**config.mk**
```make
export PLATFORM = sky130hd
export DESIGN_NAME = top_k_rx_splitter
export DESIGN_NICKNAME = d
export VERILOG_FILES = /design/src/rtl/top_k_pkg.sv /design/src/rtl/top_k_skid_buffer.sv /design/src/rtl/top_k_rx_splitter.sv
export SDC_FILE = /design/constraint.sdc
export NUM_CORES = 1
export LEC_CHECK = 0
export ABC_CLOCK_PERIOD_IN_PS = 2050
export BUFFER_PORTS_ARGS = -buffer_cell sky130_fd_sc_hd__buf_4
export CAP_MARGIN = 30
export CORE_AREA = 2 2 219 221
export CTS_CLUSTER_DIAMETER = 80
export DETAILED_ROUTE_END_ITERATION = 12
export DIE_AREA = 0 0 221 223
export GPL_ROUTABILITY_DRIVEN = 0
export PLACE_DENSITY_LB_ADDON = 0.05
export SYNTH_ARGS = -nofsm -noshare
export SYNTH_HDL_FRONTEND = slang
export SYNTH_SLANG_ARGS = --single-unit
```
**constraint.sdc**
```tcl
create_clock -name clk -period 2.05 [get_ports clk]
set_input_delay 0.41 -clock clk [delete_from_list [all_inputs] [get_ports clk]]
set_output_delay 0.41 -clock clk [all_outputs]
set_load 0.01 [all_outputs]
```
**src/rtl/top_k_pkg.sv**
```systemverilog
// rtl/top_k_pkg.sv - shared constants, header field offsets and FSM state enum for the top-k rx splitter
//
// Purpose : lane geometry, header layout and splitter state encoding.
// Ports   : none (package).
package top_k_pkg;

   localparam int INTEGER_SIZE = 32;   // width of one integer lane / output word
   localparam int LANES        = 16;   // integer lanes per input beat
   localparam int BEAT_W       = 512;  // network-side beat width

   // Header word (lane 0 of a message's first beat)
   localparam int HDR_MASK_LSB = 0;    // [15:0]  enable mask
   localparam int HDR_MASK_W   = 16;
   localparam int HDR_CNT_LSB  = 16;   // [31:16] integer count N
   localparam int HDR_CNT_W    = 16;

   typedef enum logic [1:0] {
      IDLE = 2'd0,
      HDR  = 2'd1,
      DATA = 2'd2,
      DROP = 2'd3
   } rx_state_e;

endpackage

```
**src/rtl/top_k_skid_buffer.sv**
```systemverilog
// rtl/top_k_skid_buffer.sv - 2-entry skid buffer with registered upstream ready
//
// Purpose : decouples the downstream ready from the splitter's output stage
//           while sustaining one word per cycle.
// Ports   : clk, rst            clock, async active-high reset
//           s_tdata_i/s_tvalid_i/s_tready_o   upstream word stream
//           m_tdata_o/m_tvalid_o/m_tready_i   downstream word stream
module top_k_skid_buffer #(
   parameter int WIDTH = 34
) (
   input  logic             clk,
   input  logic             rst,
   input  logic [WIDTH-1:0] s_tdata_i,
   input  logic             s_tvalid_i,
   output logic             s_tready_o,
   output logic [WIDTH-1:0] m_tdata_o,
   output logic             m_tvalid_o,
   input  logic             m_tready_i
);

   logic [WIDTH-1:0] main_data_q;
   logic [WIDTH-1:0] skid_data_q;
   logic             main_vld_q;
   logic             rdy_q;       // low exactly when the skid entry is occupied

   always_ff @(posedge clk or posedge rst) begin
      if (rst) begin
         main_data_q <= '0;
         skid_data_q <= '0;
         main_vld_q  <= 1'b0;
         rdy_q       <= 1'b1;
      end else if (rdy_q) begin
         if (!main_vld_q || m_tready_i) begin
            main_vld_q <= s_tvalid_i;
            if (s_tvalid_i) main_data_q <= s_tdata_i;
         end else if (s_tvalid_i) begin
            // Downstream stalled while a word was in flight: park it.
            skid_data_q <= s_tdata_i;
            rdy_q       <= 1'b0;
         end
      end else if (m_tready_i) begin
         main_data_q <= skid_data_q;
         main_vld_q  <= 1'b1;
         rdy_q       <= 1'b1;
      end
   end

   assign s_tready_o = rdy_q;
   assign m_tdata_o  = main_data_q;
   assign m_tvalid_o = main_vld_q;

endmodule

```
**src/rtl/top_k_rx_splitter.sv**
```systemverilog
// rtl/top_k_rx_splitter.sv - splits 512-bit message beats into a header word plus N integers
//
// Purpose : lane 0 of a message's first beat is the header (mask, count N); the
//           header and then N integers (lane 1 upward, across beats) are emitted
//           one per cycle. Short messages flag err_trunc, long ones are drained
//           and flag err_overrun.
// Config  : TOP_K_RX_SKID_EN inserts top_k_skid_buffer on the m_data port.
// Ports   : clk, rst                        clock, async active-high reset
//           s_axis_TDATA/TVALID/TLAST/TREADY network-side beats
//           m_data_TDATA/TVALID/TLAST/TREADY integer stream to top-k
//           m_clear                          high with the header word only
//           err_trunc, err_overrun           sticky error flags
module top_k_rx_splitter #(
   parameter int INTEGER_SIZE = top_k_pkg::INTEGER_SIZE,
   parameter int LANES        = top_k_pkg::LANES
) (
   input  logic                          clk,
   input  logic                          rst,
   input  logic [top_k_pkg::BEAT_W-1:0]  s_axis_TDATA,
   input  logic                          s_axis_TVALID,
   input  logic                          s_axis_TLAST,
   output logic                          s_axis_TREADY,
   output logic [INTEGER_SIZE-1:0]       m_data_TDATA,
   output logic                          m_data_TVALID,
   output logic                          m_data_TLAST,
   input  logic                          m_data_TREADY,
   output logic                          m_clear,
   output logic                          err_trunc,
   output logic                          err_overrun
);
   import top_k_pkg::*;

   localparam int LANE_W = $clog2(LANES);

   rx_state_e                state_q, state_d;
   logic [LANE_W-1:0]        lane_q, lane_d;
   logic [HDR_CNT_W-1:0]     cnt_q, cnt_d;
   logic                     vld_q, vld_d;
   logic [INTEGER_SIZE-1:0]  data_q, data_d;
   logic                     last_q, last_d;
   logic                     clr_q, clr_d;
   logic                     trunc_q, trunc_d;
   logic                     ovr_q, ovr_d;
   logic                     pop;
   logic                     out_rdy;
   logic                     out_free;

   logic [INTEGER_SIZE-1:0]  lane_word;
   logic [HDR_CNT_W-1:0]     hdr_cnt;
   logic                     lane_last;

   assign lane_word = s_axis_TDATA[int'(lane_q)*INTEGER_SIZE +: INTEGER_SIZE];
   assign hdr_cnt   = s_axis_TDATA[HDR_CNT_LSB +: HDR_CNT_W];
   assign lane_last = (lane_q == LANE_W'(LANES-1));

   // The output register can take a new word when empty or when its word leaves this cycle.
   assign out_free  = !vld_q || out_rdy;

   always_comb begin
      state_d = state_q;
      lane_d  = lane_q;
      cnt_d   = cnt_q;
      vld_d   = out_rdy ? 1'b0 : vld_q;
      data_d  = data_q;
      last_d  = last_q;
      clr_d   = clr_q;
      trunc_d = trunc_q;
      ovr_d   = ovr_q;
      pop     = 1'b0;

      case (state_q)
         IDLE: begin
            if (s_axis_TVALID) state_d = HDR;
         end
         HDR: begin
            if (s_axis_TVALID && out_free) begin
               vld_d  = 1'b1;
               data_d = s_axis_TDATA[INTEGER_SIZE-1:0];
               clr_d  = 1'b1;
               cnt_d  = hdr_cnt;
               lane_d = LANE_W'(1);
               if (hdr_cnt == '0) begin
                  last_d  = 1'b1;
                  pop     = 1'b1;
                  state_d = IDLE;
               end else begin
                  last_d  = 1'b0;
                  state_d = DATA;
               end
            end
         end
         DATA: begin
            if (s_axis_TVALID && out_free) begin
               vld_d  = 1'b1;
               data_d = lane_word;
               clr_d  = 1'b0;
               last_d = 1'b0;
               lane_d = lane_q + LANE_W'(1);   // wraps to lane 0 together with the beat pop
               if (cnt_q != '0) cnt_d = cnt_q - HDR_CNT_W'(1);
               if (cnt_q == HDR_CNT_W'(1)) begin
                  // Nth integer: remaining lanes of this beat are discarded with the pop.
                  last_d  = 1'b1;
                  pop     = 1'b1;
                  state_d = s_axis_TLAST ? IDLE : DROP;
               end else if (lane_last) begin
                  pop = 1'b1;
                  if (s_axis_TLAST) begin
                     last_d  = 1'b1;
                     trunc_d = 1'b1;
                     state_d = IDLE;
                  end
               end
            end
         end
         DROP: begin
            if (s_axis_TVALID && s_axis_TLAST) begin
               ovr_d   = 1'b1;
               state_d = IDLE;
            end
         end
         default: state_d = IDLE;
      endcase
   end

   always_ff @(posedge clk or posedge rst) begin
      if (rst) begin
         state_q <= IDLE;
         lane_q  <= '0;
         cnt_q   <= '0;
         vld_q   <= 1'b0;
         data_q  <= '0;
         last_q  <= 1'b0;
         clr_q   <= 1'b0;
         trunc_q <= 1'b0;
         ovr_q   <= 1'b0;
      end else begin
         state_q <= state_d;
         lane_q  <= lane_d;
         cnt_q   <= cnt_d;
         vld_q   <= vld_d;
         data_q  <= data_d;
         last_q  <= last_d;
         clr_q   <= clr_d;
         trunc_q <= trunc_d;
         ovr_q   <= ovr_d;
      end
   end

   assign s_axis_TREADY = pop || (state_q == DROP);
   assign err_trunc     = trunc_q;
   assign err_overrun   = ovr_q;

`ifdef TOP_K_RX_SKID_EN
   top_k_skid_buffer #(
      .WIDTH (INTEGER_SIZE + 2)
   ) u_skid (
      .clk        (clk),
      .rst        (rst),
      .s_tdata_i  ({clr_q, last_q, data_q}),
      .s_tvalid_i (vld_q),
      .s_tready_o (out_rdy),
      .m_tdata_o  ({m_clear, m_data_TLAST, m_data_TDATA}),
      .m_tvalid_o (m_data_TVALID),
      .m_tready_i (m_data_TREADY)
   );
`else
   assign out_rdy       = m_data_TREADY;
   assign m_data_TDATA  = data_q;
   assign m_data_TVALID = vld_q;
   assign m_data_TLAST  = last_q;
   assign m_clear       = clr_q;
`endif

endmodule

```
==> results of run 1 <==
[synth_stat cells, drive strengths merged]
library cell / n / share of area
nand4: 6 / 0.0062
or4: 1 / 0.0011
mux4: 128 / 0.41
a221o: 3 / 0.0042
nand2: 40 / 0.021
o211ai: 3 / 0.0032
and2: 1 / 0.00089
and3: 1 / 0.00089
a21oi: 10 / 0.0071
inv: 10 / 0.0053
nor2b: 46 / 0.041
ha: 7 / 0.012
nor3b: 3 / 0.0039
a2bb2oi: 2 / 0.0025
a211oi: 46 / 0.049
a22o: 4 / 0.0050
o21ai: 26 / 0.019
mux2i: 4 / 0.0057
nand2b: 3 / 0.0027
or2: 3 / 0.0030
buf: 36 / 0.025
nand3: 10 / 0.0071
a31oi: 5 / 0.0044
o21ba: 2 / 0.0028
dfrtp: 59 / 0.21
a41oi: 1 / 0.0012
a21boi: 1 / 0.0011
nor3: 33 / 0.024
nor4: 23 / 0.022
o22a: 9 / 0.011
o221ai: 8 / 0.0099
o41ai: 1 / 0.0012
nor2: 45 / 0.024
a221oi: 1 / 0.0012
or3: 4 / 0.0035
o31ai: 2 / 0.0021
clkbuf: 32 / 0.017
a21o: 2 / 0.0021
a31o: 2 / 0.0025
mux2: 2 / 0.0037
a41o: 1 / 0.0014
o22ai: 18 / 0.016
nand3b: 3 / 0.0032
a22oi: 2 / 0.0021
[sequential cells by signal, summed over array words and instances (netlist names)]
name           cells
m_clear            1
err_trunc          1
m_data_TDATA      32
m_data_TLAST       1
m_data_TVALID      1
state_q            2
err_overrun        1
cnt_q             16
lane_q             4
[per-layer routing]
layer,vias up,wire length (um),global-route usage,part of all wire
met5,-,0,0,0
met4,0,822,0.04568,0.017
met3,34,2347,0.03859,0.049
met2,262,26090,0.3487,0.54
met1,4402,18680,0.2197,0.39
li1,3933,-,-,-
[per-stage QoR]
stage | hold slack [ns] | util
after floorplan | 0.4880 | -
after global placement | 0.4651 | 0.2719
after detailed placement | 0.4525 | 0.2719
after CTS | 0.1344 | 0.2805
after global routing | 0.1465 | 0.2904
final | 0.1131 | 0.2905
[worst max path at each step]
stage,from,endpoint,slack [ns],depth (start not counted)
global placement,state_q[1],m_data_TDATA[11],-0.26,9
floorplan,state_q[1],cnt_q[9],0.04,9
global route,cnt_q[6],s_axis_TREADY,-0.38,6
detailed placement,state_q[1],m_data_TDATA[11],-0.20,9
finish,cnt_q[6],s_axis_TREADY,-0.28,6
CTS,cnt_q[4],s_axis_TREADY,-0.32,6
[kinds of logic after synthesis]
kind of cell,after synthesis
mux,134
fa+ha+maj,7
simple gates,222
flops,59
compound gates,149
buf+inv,78
[report_power, final]
| group | internal (mW) | switching [mW] |
|---|---|---|
| clock network | 1.13 | 0.615 |
| logic | 5.77 | 5.02 |
| registers | 1.74 | 0.521 |
[timing repair]
item | 4_1_cts | 5_1_grt
gates resized for setup | 15 | 59
setup buffers | 1 | 10
pin swaps | 5 | 22
setup endpoints to repair | 17 | 43
gates cloned | 0 | 4
[critical path, cell delays in order (launching register included)]
cell and delay [ns]:
dfrtp_1 0.41, nor4_4 0.35, nand4_2 0.15, or2_4 0.26
nand3_2 0.06, a41o_1 0.22, buf_6 0.12
[area by class of cell]
cell class	instances	area share
Antenna cell	3	0.0005482
Timing Repair Buffer	685	0.4015
Tap cell	615	0.05619
Multi-Input combinational cell	512	0.4061
Clock buffer	12	0.01873
Sequential cell	59	0.1088
Inverter	10	0.002832
Clock inverter	4	0.005299
==> impl_metrics.yaml, run 1 <==
run_status:
  outcome: "finished with violations"
  violations: "negative setup slack"
clock_network:
  htree_num_levels: 3
  cts_root_buf: "clkbuf_16"
  cts_tree: "done"
  hold_buffers: 0
  clock-sinks: 59
  insertion_delay_ns: 0.34
  clk_pin_slew_ns: 0.06
  cts_made_buffers: 9
  clockBufferDepth: 2
finish:
  nets: 1801
  layout_commonest_cell: "buf_4"
  fill_cells: 5039
  multiInputGateArea_um2: 5562
  stdcell_count: 1900
  stdcell_area_um2: 13690
  mostFrequentLayoutCells: "649 x buf_4, 128 x mux4_2, 52 x dfrtp_1"
  drive_above_1_share: 0.6973
  seq_area_um2: 1490
  area_growth_pct: 93.75
logic_synthesis:
  syn-num-nets: 1173
  synth_xor_area_frac: 0
  yosys_warnings: 0
  netlist_area_um2: 7068
  synth_compound_area_frac: 0.1491
  synth_top_family_by_area: "multiplexers"
  synthAdderAreaFrac: 0.01239
  synth-seq-cells: 59
  synth-simple-area-share: 0.1648
  yosysSeqAreaShare: 0.2089
  postSynthCellCount: 649
  syn_avg_cell_area_um2: 10.89
  synthMuxAreaShare: 0.4172
  yosys.cell_types.count: 56
detailed_routing:
  drt_pre_antenna_iters: 5
  routedWlPerCell_um: 25.23
  post_drt_via_cell_ratio: 4.543
  drc: 0
  drtIter0Drc: 421
  wl_um: 47940
  antenna_left: 0
  detailroute.via_count: 8631
critical_path:
  endpoint_kind: "primary output"
  crit_required_ns: 1.64
  r2r_start: "lane_q[0]"
  path_max_fanout: 2
  r2r_end: "m_data_TDATA[29]"
  r2r_setup_slack_ns: 0.02
  startpoint_type: "flop"
  cp.arrival_ns: 1.92
  worstSetupPathType: "flop to primary output"
  rr_worst_depth: 7
floorplan:
  dieArea_um2: 49280
  die-width_um: 221
  start_util: 0.1499
  row_count: 80
  core_area_um2: 47150
  die_h_um: 223
  ios: 555
run:
  maxCapViolCount: 0
timing:
  totalNegativeSetupSlack_ns: -0.2814
  rsz0062_at_grt: "yes"
  setup_viol_count_final: 1
  finalMaxSlewViolations: 0
  clock_skew_ns: 0.008779
  min_period_ns: 2.331
  worstMarginPinSlew_ns: 0.5880
  hold_violations: 0
  fmax_mhz: 428.9
  post-route-period-util: 1.137
  setup_ws_ns: -0.2814
  relSlewSlack: 0.6080
global_route:
  grt_pass1_vias: 9545
  grt_use_total: 0.1879
  grt.overflow.total: 0
  antenna_found_initial: 3
  grt_pass1_wl_um: 67820
  grt_max_degree: 69
min_path:
  min_path_type: "input pin to asynchronous set/reset pin"
power:
  power.density_nw_per_um2: 1081
  peakVddDrop_mv: 0.4652
  total_power_mw: 14.80
  power.leakage_nw: 5.905
placement:
  place_ws_ns: -0.1994
  dpl.cell_count: 1867
  dpl-instance-area_um2: 12820
  portBuffers: 554
  hpwl_um: 40590
Note: power is estimated with default switching activity, not from simulation.
==> run 2, diff against run 1 <==
--- a/config.mk
+++ b/config.mk
@@ -5,13 +5,14 @@
 export SDC_FILE = /design/constraint.sdc
 export NUM_CORES = 1
 export LEC_CHECK = 0
+export ABC_AREA = 1
 export ABC_CLOCK_PERIOD_IN_PS = 2050
 export BUFFER_PORTS_ARGS = -buffer_cell sky130_fd_sc_hd__buf_4
 export CAP_MARGIN = 30
-export CORE_AREA = 2 2 219 221
+export CORE_AREA = 2 2 216 218
 export CTS_CLUSTER_DIAMETER = 80
 export DETAILED_ROUTE_END_ITERATION = 12
-export DIE_AREA = 0 0 221 223
+export DIE_AREA = 0 0 218 220
 export GPL_ROUTABILITY_DRIVEN = 0
 export PLACE_DENSITY_LB_ADDON = 0.05
 export SYNTH_ARGS = -nofsm -noshare
==> run 2 against run 1 <==
  * The run still ends with negative setup slack left
  * Die area down 2.7%
  * Clock power shrank 9%
  * Combinational power is essentially flat
  * Largest cell class unchanged
  * Clock skew up 0.0070 ns
  * Sequential power is 2% lower
  * Non-clock buffer count fell by 44
  * Fmax up 14%
  * Highest routed layer is now met5
==> impl_metrics.yaml, run 2 <==
global_route:
  grt_pass1_wl_um: 84060
  grt_max_degree: 89
  grt_pass1_vias: 13530
  grt.overflow.total: 0
  grt_use_total: 0.2357
  antenna_found_initial: 15
timing:
  clock_skew_ns: 0.01575
  min_period_ns: 2.052
  post-route-period-util: 1.001
  worstMarginPinSlew_ns: 0.5265
  fmax_mhz: 487.3
  hold_ws_ns: 0.1199
  setup_viol_count_final: 1
  hold_violations: 0
  relSlewSlack: 0.6485
  finalMaxSlewViolations: 0
  totalNegativeSetupSlack_ns: -0.002142
  setup_ws_ns: -0.002142
  rsz0062_at_grt: "yes"
critical_path:
  worstSetupPathType: "flop to primary output"
  crit_required_ns: 1.64
  path_max_fanout: 3
  r2r_start: "lane_q[0]"
  rr_worst_depth: 8
  endpoint_kind: "primary output"
  cp.arrival_ns: 1.64
  startpoint_type: "flop"
  startpoint: "cnt_q[11]"
logic_synthesis:
  yosysMostFrequentCell: "nand2_1"
  syn_avg_cell_area_um2: 5.084
  synthTopCellsByCount: "596 x nand2_1, 322 x inv_1, 240 x nand3_1, 143 x nor2_1, 102 x o21ai_0"
  netlist_area_um2: 9101
  syn-num-nets: 2314
  postSynthCellCount: 1790
  yosys.cell_types.count: 33
  async_flop_share: 1.000
  yosys.area.top_type_share: 0.2458
  synthTopCellsByArea: "nand2_1 25%, dfrtp_1 16%, inv_1 13%"
  ys.flop_type: "dfrtp_1"
  yosysTopAreaCell: "nand2_1"
  yosys_warnings: 0
  synth-seq-cells: 59
  yosysSeqAreaShare: 0.1622
  synth_edf_count: 0
placement:
  hpwl_um: 47580
  portBuffers: 554
  place_ws_ns: -0.06310
finish:
  drive_above_1_share: 0.3070
  mostFrequentLayoutCells: "618 x buf_4, 590 x nand2_1, 318 x inv_1"
  nets: 2847
  area_growth_pct: 63.06
  largest_reg_flops: 32
  layout_commonest_cell: "buf_4"
clock_network:
  clockBufferDepth: 2
  clk_pin_slew_ns: 0.06
  cts_root_buf: "clkbuf_16"
  insertion_delay_ns: 0.33
  cts_tree: "done"
  clock-sinks: 59
  hold_buffers: 0
  cts_made_buffers: 9
  htree_num_levels: 3
detailed_routing:
  drtIter0Drc: 611
  wl_um: 58960
  drt_pre_antenna_iters: 4
  detailroute.via_count: 13180
  antenna_left: 0
  routedWlPerCell_um: 20.02
  drc: 0
  post_drt_via_cell_ratio: 4.477
run:
  maxCapViolCount: 0
floorplan:
  die-width_um: 218
  ios: 555
  dieArea_um2: 47960
  start_util: 0.1984
  row_count: 79
  die_h_um: 220
  core_area_um2: 45860
power:
  peakVddDrop_mv: 0.5272
  power.density_nw_per_um2: 991.2
  power.leakage_nw: 8.312
  total_power_mw: 14.71
min_path:
  min_path_type: "input pin to asynchronous set/reset pin"
run_status:
  outcome: "finished with violations"
  violations: "negative setup slack"
-- run 2: layer usage --
layer,up-vias,wire length [um],global-route usage
met4,6,1799,0.08005
met3,66,4062,0.05825
met1,6039,22540,0.2583
li1,6630,-,-
met2,443,30530,0.4400
met5,-,35,0
-- run 2: critical path, stage by stage (launching register included) --
cell and delay (ns):
dfrtp_1 0.40, nor2_2 0.16, nand2_2 0.10, nor2_4 0.15
nand2_2 0.09, nand2_1 0.06, nor2_1 0.04, o21ai_1 0.17
buf_4 0.15
-- run 2: final cells by class --
type	count	area (um2)
Antenna cell	12	30.03
Clock buffer	12	266.5
Clock inverter	2	35.03
Fill cell	5395	31020
Inverter	326	1239
Multi-Input combinational cell	1286	5907
Sequential cell	59	1486
Tap cell	607	759.5
Timing Repair Buffer	641	5117
-- run 2: kinds of logic (layout without fill, tap and decap cells) --
group | Yosys count | in the layout | synth area share
other cells | 0 | 12 | 0
xor+xnor | 1 | 1 | 0.0009625
compound gates | 264 | 264 | 0.1657
buf+inv | 445 | 981 | 0.2000
simple gates | 1014 | 1014 | 0.4615
fa+ha+maj | 7 | 7 | 0.009623
flops | 59 | 59 | 0.1622
-- run 2: what timing repair did --
item | in CTS | in global routing
cloned | 0 | 2
gates resized for setup | 17 | 12
setup buffers | 11 | 4
endpoints found under the setup margin | 3 | 17
pin swaps | 7 | 9
-- run 2: per-stage QoR --
stage | instance area [um2] | cells | utilization
floorplan | 9101 | 1790 | -
global placement | 14240 | 2902 | 0.3106
detailed placement | 14240 | 2902 | 0.3106
CTS | 14680 | 2927 | 0.3202
global route | 14840 | 2945 | 0.3236
finish | 14840 | 2945 | 0.3236
-- run 2: where the power goes --
part,leakage [nW],switching [mW],internal (mW),total (mW)
combinational,7.46,6.54,4.37,10.9
clock,0.151,0.557,1.03,1.58
sequential,0.702,0.485,1.73,2.21
total,8.31,7.58,7.13,14.7
-- run 2: path summary, 6_finish.rpt --
| check | endpoint | slack, ns |
|---|---|---|
| worst max-delay path | s_axis_TREADY | -0.002 |
| worst min-delay path | m_data_TVALID | 0.12 |
| worst max register to register | m_data_TDATA[1] | 0.06 |
| worst min register to register | m_data_TDATA[15] | 0.48 |
| max in group asynchronous | cnt_q[13] | 1.33 |
| min in group clk | m_data_TVALID | 0.29 |
